File: config.mk
export PLATFORM = sky130hd
export DESIGN_NAME = sid_register_bank
export DESIGN_NICKNAME = d
export VERILOG_FILES = /design/src/rtl/sid_register_bank.sv
export SDC_FILE = /design/constraint.sdc
export NUM_CORES = 1
export LEC_CHECK = 0
export CORE_MARGIN = 3
export CORE_UTILIZATION = 40
export DETAILED_ROUTE_END_ITERATION = 10
export HOLD_SLACK_MARGIN = 0.02
export MAX_ROUTING_LAYER = met4
export PLACE_DENSITY = 0.71
export SETUP_SLACK_MARGIN = 0.5
export SYNTH_ARGS = -nofsm -noshare
export SYNTH_HDL_FRONTEND = slang
export SYNTH_SLANG_ARGS = --single-unit
File: constraint.sdc
create_clock -name clock -period 2.7 [get_ports clock]
set_clock_uncertainty 0.15 [all_clocks]
set_input_delay 0.405 -clock clock [delete_from_list [all_inputs] [get_ports clock]]
set_output_delay 0.405 -clock clock [all_outputs]
set_load 0.05 [all_outputs]
File: src/rtl/sid_register_bank.sv
// SID CPU-side register bank: 25 write-only voice/filter registers, the four
// readable registers (POTX, POTY, OSC3, ENV3), and the decaying data-bus latch
// that answers reads of write-only or unmapped addresses.
//
// Bus handshake: a request is the single cycle in which cs=1 is sampled at a
// rising clock edge. There is no ready; every request is accepted. we=1 is a
// write that takes effect at that edge. we=0 is a read: the result is
// captured at the request edge and presented on data_out together with a
// one-clock rd_valid pulse at the following edge. A reset in between drops
// the pending result, so no pulse follows a reset.
module sid_register_bank #(
  parameter int DECAY_CYCLES = 8192,
  parameter int DECAY_WIDTH  = 20
) (
  input  logic         clock,
  input  logic         reset,
  input  logic         ce_1m,
  input  logic         cs,
  input  logic         we,
  input  logic [4:0]   addr,
  input  logic [7:0]   data_in,
  output logic [7:0]   data_out,
  output logic         rd_valid,
  output logic [199:0] regs_out,
  input  logic [7:0]   potx,
  input  logic [7:0]   poty,
  input  logic [7:0]   osc3_in,
  input  logic [7:0]   env3_in
);

  localparam int NUM_REGS = 25;
  localparam logic [DECAY_WIDTH-1:0] RELOAD = DECAY_WIDTH'(DECAY_CYCLES);
  localparam logic [DECAY_WIDTH-1:0] ONE    = DECAY_WIDTH'(1);

  logic                   wr_en;
  logic                   rd_en;
  logic [7:0]             wr_masked;
  logic [7:0]             rd_value;
  logic                   rd_live;

  logic [7:0]             regs_q [NUM_REGS];
  logic [7:0]             latch_q, latch_d;
  logic [DECAY_WIDTH-1:0] cnt_q, cnt_d;
  logic                   pend_q;
  logic [7:0]             pend_data_q;
  logic [7:0]             data_out_q;
  logic                   rd_valid_q;

  assign wr_en = cs & we;
  assign rd_en = cs & ~we;

  // Storage mask: pulse-width high bytes keep 4 bits, filter cutoff low keeps 3.
  always_comb begin
    wr_masked = data_in;
    case (addr)
      5'h03, 5'h0A, 5'h11: wr_masked = {4'h0, data_in[3:0]};
      5'h15:               wr_masked = {5'h00, data_in[2:0]};
      default:             wr_masked = data_in;
    endcase
  end

  // Read mux: the four live registers, everything else answers from the bus latch.
  always_comb begin
    rd_value = latch_q;
    rd_live  = 1'b1;
    case (addr)
      5'h19:   rd_value = potx;
      5'h1A:   rd_value = poty;
      5'h1B:   rd_value = osc3_in;
      5'h1C:   rd_value = env3_in;
      default: begin
        rd_value = latch_q;
        rd_live  = 1'b0;
      end
    endcase
  end

  // Bus latch and decay: any bus drive reloads; otherwise ticks count down to a clear.
  always_comb begin
    latch_d = latch_q;
    cnt_d   = cnt_q;
    if (wr_en) begin
      latch_d = data_in;
      cnt_d   = RELOAD;
    end else if (rd_en && rd_live) begin
      latch_d = rd_value;
      cnt_d   = RELOAD;
    end else if (ce_1m && (cnt_q != '0)) begin
      cnt_d = cnt_q - ONE;
      if (cnt_q == ONE) begin
        latch_d = 8'h00;
      end
    end
  end

  // Write-only register storage; addresses past 0x18 match no register.
  always_ff @(posedge clock) begin
    if (reset) begin
      for (int i = 0; i < NUM_REGS; i++) begin
        regs_q[i] <= 8'h00;
      end
    end else begin
      for (int i = 0; i < NUM_REGS; i++) begin
        if (wr_en && (addr == 5'(i))) begin
          regs_q[i] <= wr_masked;
        end
      end
    end
  end

  // Bus latch and decay counter state.
  always_ff @(posedge clock) begin
    if (reset) begin
      latch_q <= 8'h00;
      cnt_q   <= '0;
    end else begin
      latch_q <= latch_d;
      cnt_q   <= cnt_d;
    end
  end

  // Read pipeline: capture at the request edge, present one edge later.
  always_ff @(posedge clock) begin
    if (reset) begin
      pend_q      <= 1'b0;
      pend_data_q <= 8'h00;
      data_out_q  <= 8'h00;
      rd_valid_q  <= 1'b0;
    end else begin
      pend_q     <= rd_en;
      rd_valid_q <= pend_q;
      if (rd_en) begin
        pend_data_q <= rd_value;
      end
      if (pend_q) begin
        data_out_q <= pend_data_q;
      end
    end
  end

  // Flatten the register array onto the voice/filter bus.
  always_comb begin
    regs_out = '0;
    for (int i = 0; i < NUM_REGS; i++) begin
      regs_out[8*i +: 8] = regs_q[i];
    end
  end

  assign data_out = data_out_q;
  assign rd_valid = rd_valid_q;

endmodule

# --- Word level (Yosys, flattened, before mapping) ---
# Memory sizes are Yosys's and may differ from the RTL's.
# Index checks and enable logic that the tools add are counted.
totals:
  register_bits: 46
  output_inout_bits: 209
  mem_count: 1
  elab_cells: 213
  mem_bits_rw: 200
  in_bits: 50
memory_table:
  columns: ["name", "words", "word_bits", "read_ports", "rd_clocked_by_memory_dff", "write_ports", "line", "rtl"]
  rows:
  - ["regs_q", 25, 8, 25, 0, 25, "41", "logic [7:0] regs_q [NUM_REGS];"]
op_classes:
  reduce_logical: 35
  add_sub_neg: 1
  n_bitwise: 28
  n_mux: 112
  eq_ne: 29
ops:
  columns: ["op", "count"]
  rows:
  - ["8-bit 2-to-1 mux", 29]
  - ["1-bit 2-to-1 mux", 78]
  - ["5-bit equality test, second input constant", 13]
  - ["14-bit 2-to-1 mux", 3]
  - ["5-bit by 4-bit equality test with 1-bit output, second input constant", 8]
  - ["8-bit one-hot mux with 4 select lines", 1]
  - ["1-bit logical AND", 27]
  - ["1-bit OR", 25]
  - ["20-bit by 1-bit equality test with 1-bit output, second input constant", 1]
  - ["5-bit by 3-bit equality test with 1-bit output, second input constant", 4]
  - ["20-bit nonzero test", 1]
  - ["20-bit by 1-bit subtractor with 20-bit output, second input constant", 1]
  - ["8-bit one-hot mux with 2 select lines", 1]
  - ["5-bit by 2-bit equality test with 1-bit output, second input constant", 2]
  - ["3-bit nonzero test", 2]
  - ["3-bit OR reduction", 2]
  - ["5-bit by 1-bit equality test with 1-bit output, second input constant", 1]
  - ["5-bit logical NOT", 1]
  - ["4-bit OR reduction", 1]
  - ["1-bit bitwise AND", 2]
  - ["2-bit AND reduction", 1]
  - ["1-bit NOT", 1]

# --- Depth between registers and ports, before layout ---
depth:
  depth_word: 6
  ltp_mapped: 7
  depth_no_buf: 6

# --- Least setup slack after synthesis ---
# OpenSTA, ideal clock, no wires.
synth_path:
  path_type: "reg2reg"
  start: "register cnt_q[11]"
  end: "register cnt_q[0]"
  required_time_ns: 2.478
  n_path_buf: 1
  slack_ns: 0.411
  synth_period_minus_slack_ns: 2.289
  setup_ns: 0.072
  stages_incl_launch_ff: 6
  t_arrival_ns: 2.068
  cell_sequence: "dfxtp_1 -> or4_4 -> buf_6 -> or4_4 -> o41ai_4 -> mux2i_1"
synth_via:
  elab_chain_len: 2
synth_lines:
  columns: ["element", "line", "rtl"]
  rows:
  - ["from (decl)", "43", "logic [DECAY_WIDTH-1:0] cnt_q, cnt_d;"]
  - ["from (signal assigned)", "118", "cnt_q <= cnt_d;"]
  - ["20-bit nonzero test", "88", "end else if (ce_1m && (cnt_q != '0)) begin"]
  - ["1-bit logical AND", "88", null]
# Every way passes these cells.
# A chain may end at the register's enable or synchronous reset.

# --- Worst setup path after layout ---
layout_path:
  start: "register cnt_q[13]"
  end: "register cnt_q[0]"
# Same word-level chain as after synthesis.

==> metrics.md <==
| Metric | Value |
|---|---|
| Outcome | completed |
| Final WS setup | 0.4870 ns |
| Final setup TNS | 0 ns |
| Synth Instances | 750 |
| Sequential share of power | 0.411 |
| Die height | about 160 microns |
| Setup-failing EPs final | 0 |
| Clock power frac | 0.309 |
| CTS tree | built |
| Fillcell total | 2054 |
| Post-route ant nets | 0 |
| Power, Total | 11.31 mW |
| Layout area overhead | 41.84% |
| Grt total ovfl | 0 |
| Internal reg-to-reg setup slack | 0.49 ns |
| Max Slew Vio Count | 0 |
| Crit path kind | reg -> reg |
| Netlist cell types | 49 |
| Vias in the first global route | 7097 |
| Critical R2R Capture | cnt_q[0] |
| Crit path time final | approximately 2.2 ns |
| Worst Reg-to-Reg Cells | 4 |
| H-tree depth | 1 |
| Number of synthesized register bits | 246 |
| Largest net degree at the start of global routing | 31 |
| Crit start category | register |
| Ys Warns | 0 |
| Multi-input gate area | 0.002551 sq mm |
| Reg-to-Reg Start | cnt_q[13] |
| Yosys top cell area share | 0.6233 |
| Hold Path Stages | 2 |
| Hold Buf Count CTS | 0 |
| GP Congestion | 0.8512 |
| Sequential-to-total area share from yosys stat | 0.7189 |
| Post-layout util | 0.5805 |
| Worst ir drop on vdd | 824.3 uV |
| WP data arrival | 2.52 ns |
| Vias per inst | roughly 5.1 |
| Switching share of total power | 0.3260 |
| Worst setup EP type | register |
| Antenna violations before repair | 1 |
| Synth area leader | edfxtp_1 |
| # DRC | 0 |
| Die X | between 150 and 200 microns |
| Root Buffer | clkbuf_16 |
| Core area | 0.02354 sq mm |
| Synth Cell Area | about 0.0096 sq mm |
| Port bufs | 258 |
| Hold Crit Endpoint | cnt_q[14] |
| DR pass1 iterations | 7 |
| CTS buffer count | 26 |
| Internal | 7.623 mW |
| Dpl ws | -0.2017 ns |
| DR iter-0 viols | roughly 490 |
| Finished Layout Cells | about 1400 |
| Synth top cells by count | edfxtp_1 (200), nor2_1 (156), nand2_1 (49), dfxtp_1 (46), clkbuf_1 (36) |
| PwrDens | 827.5 mW/mm^2 |
| Register clock-pin slew on the reported worst setup and hold paths | 0.06 ns |
| First-pass GRT wire length | 42050 microns |
| Number of synthesized flops with an enable pin | 200 |
| Most numerous cell in the Yosys netlist | edfxtp_1 |
| Io pins | 259 |
| Drt wl/cell | 19.94 microns |
| Nets@finish | 1121 |
| Hold Path Origin | cnt_q[14] |
| Fraction of registers with async set/reset | 0 |
| Clk sinks | between 200 and 250 |
| P_sw | 3.686 mW |
| Fin. Hold Viols | 0 |
| Routed Wire Length | 28100 microns |
| FP Rows | 56 |
| CP max FO | 6 |
| Period utilisation layout | 0.8196 |
| Max frequency | between 400 and 500 MHz |
| Skew-Pair Late Insertion Delay | 0.52 ns |
| Dpl hpwl | approximately 21000 microns |
| Die area | between 0.02 and 0.03 sq mm |
| Layout cells sized above 1 | 0.1166 |
| Most used DFF post-synth | edfxtp_1 |
| Via count | 7204 |
| Comb pwr share | 0.280 |
| Slew HR | 0.5373 |
| Hold Crit Class | reg -> reg |
| Area contributors post-synth | edfxtp_1 (62%), dfxtp_1 (9.6%), nor2_1 (6.1%), nand2_1 (1.9%), nand2b_1 (1.7%) |
| Syn Area/Cell | about 13 sq um |
| Total Routing Usage GR | 0.2150 |
| Worst EP required | 3.00 ns |
| Initial Util | 0.4093 |
| Leakage | about 5.3 nW |
| RSZ-0062 raised after global routing | yes |
| WHS | 0.3285 ns |
| Slew @ Worst Pin | 0.6883 ns |
| Sequential cell area | around 0.0069 sq mm |
| Placed cells | 1357 |
| Dpl cell area | approximately 0.013 sq mm |
| Max-cap violations | 0 |
| Post-route cell area | ~0.014 sq mm |
| Bufs on Longest Clock Path | 3 |
flip-flops by register name, summed over array words and instances (netlist names):
signal and count:
pend_q 1, regs_q 200, latch_q 8, rd_valid 1, cnt_q 20, pend_data_q 8
data_out 8
cell usage in the layout, fill, tap and decap left out, types with 5 or more instances in the layout:
cell and count:
a31oi_1 13, nand2b_1 26, o31ai_1 9, clkbuf_16 27, nor4_1 5, inv_1 13
a21oi_1 19, and3_1 15, edfxtp_1 200, clkbuf_1 10, a21o_1 5, conb_1 12
buf_12 5, a211oi_1 9, clkdlybuf4s50_1 47, nor3_1 5, dlygate4sd2_1 208, nor2b_1 8
nor2_1 156, or3_1 7, mux2i_1 13, buf_4 62, nand4_1 6, dfxtp_1 45
nand3_1 19, nand2_1 49, nand3b_1 19, or4_1 5, a311oi_1 9
cell type report:
class	instances	share of cell area
repair buffers	325	0.2113
multi-input cells	457	0.1867
well taps	319	0.02920
clock inverters	9	0.007965
flip-flops and latches	246	0.5069
clock buffers	39	0.05420
inverters	13	0.003570
diodes	1	0.0001831
power groups by stage:
stage          Combinational, mW  Sequential, mW  Clock, mW
3_3_place_gp                3.08            4.71          0
4_1_cts                     3.11            4.64       3.57
5_1_grt                     3.38            4.69       3.70
3_5_place_dp                3.12            4.72          0
6_report                    3.17            4.65       3.50
2_1_floorplan               1.49            5.38          0
metal layers:
metal,global-route usage,vias up,routed length (microns)
li1,-,3366,-
met3,0.03539,37,1717
met5,-,-,0
met2,0.3769,290,14600
met1,0.2604,3511,11140
met4,0.05553,0,639
worst max path at each step:
stage / start / end / cells past startpoint
CTS: cnt_q[13] / cnt_q[0] / 4
floorplan: cnt_q[11] / cnt_q[17] / 5
global placement: addr[1] / latch_q[6] / 6
finish: cnt_q[13] / cnt_q[0] / 4
global route: cnt_q[13] / cnt_q[0] / 4
detailed placement: addr[1] / latch_q[6] / 6
critical path, cell delays in order, from the launching register on:
cell,delay (ns)
dfxtp_2,0.32
or4_4,0.59
or4_4,0.58
o41ai_4,0.28
mux2i_1,0.21
cell families after synthesis:
kind of cell,after synthesis,share of synthesized area
muxes,13,0.01350
xor gates and xnor gates,1,0.0009091
other,1,0.0003892
and+or+nand+nor,342,0.1749
adders and majority gates,2,0.002597
buffers and inverters,58,0.02350
DFF,246,0.7189
AOI/OAI and AO/OA,87,0.06532
repair_timing:
item	in CTS	in global routing
cloned	0	0
pin swaps	1	2
setup buffers	1	2
setup endpoints to repair	215	36
resized for setup	212	10
No activity file was read; power rests on OpenSTA's default activity.
